File: config.mk
export PLATFORM = sky130hd
export DESIGN_NAME = act_pwl_unit
export DESIGN_NICKNAME = d
export VERILOG_FILES = /design/src/rtl/act_pwl_pkg.sv /design/src/rtl/act_pwl_unit_lane.sv /design/src/rtl/act_pwl_unit.sv
export SDC_FILE = /design/constraint.sdc
export NUM_CORES = 2
export LEC_CHECK = 0
export ABC_CLOCK_PERIOD_IN_PS = 52100
export CAP_MARGIN = 20
export CORE_ASPECT_RATIO = 0.9
export CORE_MARGIN = 2
export CORE_UTILIZATION = 52
export CTS_CLUSTER_SIZE = 20
export DETAILED_ROUTE_END_ITERATION = 10
export PLACE_DENSITY = 0.71
export REMOVE_ABC_BUFFERS = 1
export SLEW_MARGIN = 20
export SYNTH_ARGS = -nofsm -noshare
export SYNTH_HDL_FRONTEND = slang
export SYNTH_SLANG_ARGS = --single-unit
File: constraint.sdc
create_clock -name clk -period 52.1 [get_ports clk]
set_input_delay 10.42 -clock clk [delete_from_list [all_inputs] [get_ports clk]]
set_output_delay 10.42 -clock clk [all_outputs]
set_load 0.01 [all_outputs]
File: src/rtl/act_pwl_pkg.sv
// act_pwl_pkg: shared types and constants for the piecewise-linear activation unit.
// Holds the segment record, fixed-point constants and the reset-time sigmoid table.
package act_pwl_pkg;

   localparam int P_DATA_W  = 16;
   localparam int P_FRAC_W  = 8;
   localparam int P_NSEG    = 8;
   localparam int P_SHIFT_W = 4;
   localparam int P_CH      = 4;

   localparam int ONE = 1 << P_FRAC_W;

   // Shift code reserved for a flat (zero-slope) segment
   localparam logic [P_SHIFT_W-1:0] SHIFT_ZERO = '1;

   typedef struct packed {
      logic signed [P_DATA_W-1:0] bp;
      logic [P_SHIFT_W-1:0]       shift;
      logic signed [P_DATA_W-1:0] bias;
   } seg_t;

   // Sigmoid approximation over [-5, 5] in Q8.8; outer segments are flat
   localparam seg_t SIGMOID_DEFAULT [P_NSEG] = '{
      '{16'h8000, SHIFT_ZERO, 16'd0},
      '{16'hFB00, 4'd5,       16'd2},
      '{16'hFDA0, 4'd3,       16'd22},
      '{16'hFF00, 4'd2,       16'd64},
      '{16'h0000, 4'd2,       16'(ONE / 2)},
      '{16'h0100, 4'd3,       16'd192},
      '{16'h0260, 4'd5,       16'd235},
      '{16'h0500, SHIFT_ZERO, 16'(ONE - 1)}
   };

endpackage

File: src/rtl/act_pwl_unit_lane.sv
// act_pwl_lane: one lane of the three-stage segment-select / shift / bias datapath.
// Optional tanh mode (ACT_PWL_TANH_EN) pre-scales x and re-maps the sigmoid result.
module act_pwl_lane
   import act_pwl_pkg::*;
#(
   parameter int DATA_W = P_DATA_W,
   parameter int FRAC_W = P_FRAC_W,
   parameter int NSEG   = P_NSEG
) (
   input  logic              clk,
   input  logic              rst,
   input  logic              en1,
   input  logic              en2,
   input  logic              en3,
`ifdef ACT_PWL_TANH_EN
   input  logic              mode,
`endif
   input  logic [DATA_W-1:0] x,
   input  seg_t              tbl [NSEG],
   output logic [DATA_W-1:0] y
);

   localparam logic signed [DATA_W+1:0] SMAX =
      (DATA_W+2)'((1 << FRAC_W) - 1);

   logic signed [DATA_W-1:0] xs;
   seg_t                     sel;
   logic                     hit;

   logic signed [DATA_W-1:0] x1;
   seg_t                     s1;
   logic                     z1;

   logic signed [DATA_W:0]   d;
   logic signed [DATA_W:0]   t;
   logic signed [DATA_W:0]   t2;
   logic signed [DATA_W-1:0] b2;
   logic                     z2;

   logic signed [DATA_W+1:0] sum;
   logic [DATA_W-1:0]        sg;
   logic [DATA_W-1:0]        yn;

`ifdef ACT_PWL_TANH_EN
   logic m1;
   logic m2;
`endif

   // Highest-index segment whose breakpoint is <= x wins; none -> zero
   always_comb begin
      xs = $signed(x);
`ifdef ACT_PWL_TANH_EN
      if (mode) begin
         if (x[DATA_W-1] != x[DATA_W-2])
            xs = x[DATA_W-1] ? {1'b1, {(DATA_W-1){1'b0}}}
                             : {1'b0, {(DATA_W-1){1'b1}}};
         else
            xs = {x[DATA_W-2:0], 1'b0};
      end
`endif
      sel = tbl[0];
      hit = 1'b0;
      for (int k = 0; k < NSEG; k++) begin
         if ($signed(tbl[k].bp) <= xs) begin
            sel = tbl[k];
            hit = 1'b1;
         end
      end
   end

   // Stage 1 register: sample and its selected segment
   always_ff @(posedge clk or posedge rst) begin
      if (rst) begin
         x1 <= '0;
         s1 <= '0;
         z1 <= 1'b0;
`ifdef ACT_PWL_TANH_EN
         m1 <= 1'b0;
`endif
      end else if (en1) begin
         x1 <= xs;
         s1 <= sel;
         z1 <= !hit;
`ifdef ACT_PWL_TANH_EN
         m1 <= mode;
`endif
      end
   end

   // Offset from breakpoint, scaled by the power-of-two slope
   always_comb begin
      d = {x1[DATA_W-1], x1} - {s1.bp[DATA_W-1], s1.bp};
      if (s1.shift == SHIFT_ZERO)
         t = '0;
      else
         t = d >>> s1.shift;
   end

   // Stage 2 register: scaled offset plus bias to add
   always_ff @(posedge clk or posedge rst) begin
      if (rst) begin
         t2 <= '0;
         b2 <= '0;
         z2 <= 1'b0;
`ifdef ACT_PWL_TANH_EN
         m2 <= 1'b0;
`endif
      end else if (en2) begin
         t2 <= t;
         b2 <= s1.bias;
         z2 <= z1;
`ifdef ACT_PWL_TANH_EN
         m2 <= m1;
`endif
      end
   end

   // Add bias and clamp into [0, ONE-1]
   always_comb begin
      sum = $signed({t2[DATA_W], t2})
          + $signed({{2{b2[DATA_W-1]}}, b2});
      if (z2 || sum < 0)
         sg = '0;
      else if (sum > SMAX)
         sg = SMAX[DATA_W-1:0];
      else
         sg = sum[DATA_W-1:0];
      yn = sg;
`ifdef ACT_PWL_TANH_EN
      // 2*s - ONE stays within [-ONE, ONE-2] since s is clamped
      if (m2)
         yn = {sg[DATA_W-2:0], 1'b0} - DATA_W'(1 << FRAC_W);
`endif
   end

   // Stage 3 register drives the lane output
   always_ff @(posedge clk or posedge rst) begin
      if (rst)
         y <= '0;
      else if (en3)
         y <= yn;
   end

endmodule

File: src/rtl/act_pwl_unit.sv
// act_pwl_unit: CH-lane piecewise-linear activation, shared programmable table.
// Define ACT_PWL_TANH_EN to add the cfg_mode port and tanh mode.
module act_pwl_unit
   import act_pwl_pkg::*;
#(
   parameter int DATA_W  = P_DATA_W,
   parameter int FRAC_W  = P_FRAC_W,
   parameter int NSEG    = P_NSEG,
   parameter int SHIFT_W = P_SHIFT_W,
   parameter int CH      = P_CH
) (
   input  logic                    clk,
   input  logic                    rst,
   input  logic                    in_valid,
   output logic                    in_ready,
   input  logic [CH*DATA_W-1:0]    in_data,
   output logic                    out_valid,
   input  logic                    out_ready,
   output logic [CH*DATA_W-1:0]    out_data,
   input  logic                    cfg_we,
   input  logic [$clog2(NSEG)-1:0] cfg_addr,
   input  logic [DATA_W-1:0]       cfg_bp,
   input  logic [SHIFT_W-1:0]      cfg_shift,
`ifdef ACT_PWL_TANH_EN
   input  logic                    cfg_mode,
`endif
   input  logic [DATA_W-1:0]       cfg_bias
);

   seg_t tbl [NSEG];
   logic v1;
   logic v2;
   logic v3;
   logic en1;
   logic en2;
   logic en3;

`ifdef ACT_PWL_TANH_EN
   logic mode;
`endif

   // A stage moves when it is empty or the stage after it moves
   assign en3       = out_ready || !v3;
   assign en2       = en3 || !v2;
   assign en1       = en2 || !v1;
   assign in_ready  = out_ready || !v3;
   assign out_valid = v3;

   // Segment table: sigmoid on reset, one entry per write strobe
   always_ff @(posedge clk or posedge rst) begin
      if (rst)
         tbl <= SIGMOID_DEFAULT;
      else if (cfg_we)
         tbl[cfg_addr] <= '{bp: cfg_bp, shift: cfg_shift, bias: cfg_bias};
   end

`ifdef ACT_PWL_TANH_EN
   // Activation mode travels with each write
   always_ff @(posedge clk or posedge rst) begin
      if (rst)
         mode <= 1'b0;
      else if (cfg_we)
         mode <= cfg_mode;
   end
`endif

   // Stage valid flags
   always_ff @(posedge clk or posedge rst) begin
      if (rst) begin
         v1 <= 1'b0;
         v2 <= 1'b0;
         v3 <= 1'b0;
      end else begin
         if (en1) v1 <= in_valid && in_ready;
         if (en2) v2 <= v1;
         if (en3) v3 <= v2;
      end
   end

   for (genvar i = 0; i < CH; i++) begin : g_lane
      act_pwl_lane #(
         .DATA_W (DATA_W),
         .FRAC_W (FRAC_W),
         .NSEG   (NSEG)
      ) u_lane (
         .clk  (clk),
         .rst  (rst),
         .en1  (en1),
         .en2  (en2),
         .en3  (en3),
`ifdef ACT_PWL_TANH_EN
         .mode (mode),
`endif
         .x    (in_data[i*DATA_W +: DATA_W]),
         .tbl  (tbl),
         .y    (out_data[i*DATA_W +: DATA_W])
      );
   end

endmodule

==> run summary <==
CTS Buffer Depth - 3
total power - 3.95 mW
Post-synth ARST share - 1.00
CTS clock-pin slew for the worst setup and hold paths - 60 ps
placed cell areas - 59,600 um^2
# rows - 114
Crit Path Class - in -> out
critical path endpoint category - output port
Pleak - 28.1 nW
Starting DRT DRC Count - 7,776
DRC viols - 0
final hold vios - 0
Fmax - 43.9 MHz
TritonCTS Sinks - 703
slowest CP cell - nor2b_4
Setup Viol. Count Final - 0
Worst Setup Start Kind - input pin
unrepaired setup endpoints after global routing - false
per-cell routed wire length - 30.9 um
Hold Buf Count CTS - 0
largest family of logic cells by synthesized area - compound AO/OA/AOI/OAI gates
initial antenna violation count - 25
Max Cap Violations - 0
most frequent cells in the layout - 644 x ha_1, 632 x dfrtp_1, 623 x nand2_1
Worst R2R Start - tbl[23]
post-synthesis sequential area ratio - 0.315
Final min period - 22,780 ps
PwrDens - 63.3 nW/um^2
depth of the CTS H-tree - 3
hold_sp - g_lane[2].u_lane.b2[3]
largest net degree at the start of global routing - 148
peak supply drop - 0.0300 mV
hold_ws - 477 ps
library cells used by synthesis - 96
PostCTS Resize Cnt - 0
Seq. cell area - 17,700 um^2
clock buffer count from CTS - 80
most common cell after layout, fill and taps aside - ha_1
Hold EP - g_lane[2].u_lane.b2[3]
die area - 111,000 um^2
Final nets - 7,020
Critical Path Fanout Max - 30
critical path's most frequent cell - clkdlybuf4s50_1
Mean Syn Cell Area - 9.02 um^2
fin area - 62,400 um^2
die width - 350 um
Data required, critical path - 41,680 ps
clk_lat worst skew - 700 ps
vias in the first global route - 51,800
slew margin rel. - 0.173
Worst path max stage delay - 750 ps
Synth Area in Compound Gates - 0.226
initial core utilization - 0.524
Non-Filler Instances - 7,785
core region area - 107,000 um^2
Arr. time, crit path - 12,360 ps
clock tree from TritonCTS - yes
Synth Area in Adders - 0.146
I/O pin total - 174
global-route wire length before repair - 348,000 um
Post-Syn Instances - 6,228
footprint of the multi-input gates - 36,500 um^2
Worst Setup Slack, final - 29,320 ps
Syn. warnings - 0
Slew Limit Fails - 0
Post-synth top flop - dfrtp_1
crit-path cells - clkdlybuf4s50_1, nor2b_4, inv_1, clkdlybuf4s50_1
FF+latch count, synth - 703
final antenna-violating net count - 0
layout cell share with drive strength beyond 1 - 0.108
gr ovfl total - 0
DR vias - 55,400
number of fill cells - 9,525
vias per cell - 7.11
Total GRT Usage - 0.428
Worst Max-Slew Pin Slew - 1240 ps
Min-Delay Path Class - reg -> reg
Final period util - 0.437
routed wire length - 241,000 um
dpl ws - 29,330 ps
synthesized area - 56,200 um^2
postcts setup bufs - 0
status - complete, no violations
RD Place Congestion - 1.03
post-synthesis mux area share - 0.107
Die Ht - 316 um
xor and xnor area share after synthesis - 0.0128
Post-synth EDFFs - 0
Final Skew - 33.8 ps
clock root buffer - clkbuf_16
Pre-antenna DRT Iters - 7
Inst Count DP - 7,628
setup_tns - 0 ps
Detail Placement HPWL - 156,000 um
Worst Reg-to-Reg Cells - 12
post-layout util - 0.582
P&R area growth vs syn - 11.0%
port bufs - 173
Synth Area in Simple Gates - 0.152
Hold Path Stages - 2
reg2reg end - g_lane[0].u_lane.s1[8]
reg2reg setup slack - 46,440 ps
-- area by class of cell --
cell class | instances | area share
diodes | 10 | 0.000401
well taps | 1450 | 0.0291
clock buffers | 110 | 0.0365
inverters | 271 | 0.0164
repair buffers | 291 | 0.0422
multi-input cells | 4913 | 0.585
flip-flops and latches | 703 | 0.283
clock inverters | 37 | 0.00742
-- power breakdown --
group / internal (mW) / total (mW) / switching [mW]
combinational: 0.884 / 2.30 / 1.42
sequential: 0.737 / 1.05 / 0.314
clock: 0.344 / 0.600 / 0.256
-- flip-flops by register name, indices dropped and copies added (netlist names) --
register	count
g_lane.u_lane.y	64
v2	1
out_valid	1
g_lane.u_lane.x1	64
g_lane.u_lane.t2	68
g_lane.u_lane.b2	64
g_lane.u_lane.z1	4
v1	1
tbl	288
g_lane.u_lane.z2	4
g_lane.u_lane.s1	144
-- worst max-delay path: cells and delay by family --
| family | cells | cell delay (ps) |
|---|---|---|
| and+or+nand+nor | 1 | 750 |
| buffers and inverters | 3 | 1180 |
-- synthesized netlist by cell type (37+ instances only) --
cell,instances,area share
ha_1,644,0.14
dfrtp_1,632,0.28
nand2_1,626,0.042
nor2_1,370,0.025
a21oi_1,368,0.033
o21ai_0,344,0.031
clkbuf_1,289,0.019
inv_1,268,0.018
mux2_2,264,0.053
mux2i_1,263,0.047
a21o_1,161,0.022
a211oi_1,133,0.018
nor3_1,123,0.011
a22oi_1,116,0.016
nand3_1,112,0.010
nor2b_1,101,0.011
nand4_1,100,0.011
o22ai_1,91,0.010
and2_1,87,0.0097
nand2b_1,83,0.0092
o2111ai_1,82,0.013
dfstp_2,71,0.033
o21a_1,62,0.0083
o31ai_1,59,0.0079
a221oi_1,56,0.0087
xnor2_1,48,0.0075
o221ai_1,44,0.0069
a311oi_1,42,0.0065
or4_1,42,0.0056
o211ai_1,41,0.0055
o2111a_1,37,0.0074
-- worst max path at each step --
stage / startpoint / endpoint / slack [ps] / cells after the start
after floorplan: rst / g_lane[0].u_lane.b2[0] / 22080 / 1
after global placement: out_ready / in_ready / 29360 / 4
after detailed placement: out_ready / in_ready / 29330 / 4
after CTS: out_ready / in_ready / 29340 / 4
after global routing: out_ready / in_ready / 29220 / 4
final: out_ready / in_ready / 29320 / 4
-- metal layers --
metal	wire length [um]	GRT usage
met5	236	0
met4	17500	0.243
met3	41200	0.214
met2	92200	0.577
met1	89700	0.549
-- kinds of logic after synthesis --
family / after synthesis
multiplexers: 544
XOR/XNOR: 82
AO/OA/AOI/OAI: 1853
buffers and inverters: 612
adder cells (fa/ha/maj): 652
flip-flops: 703
AND/OR/NAND/NOR: 1782
Power figures use the tool's default switching activity.
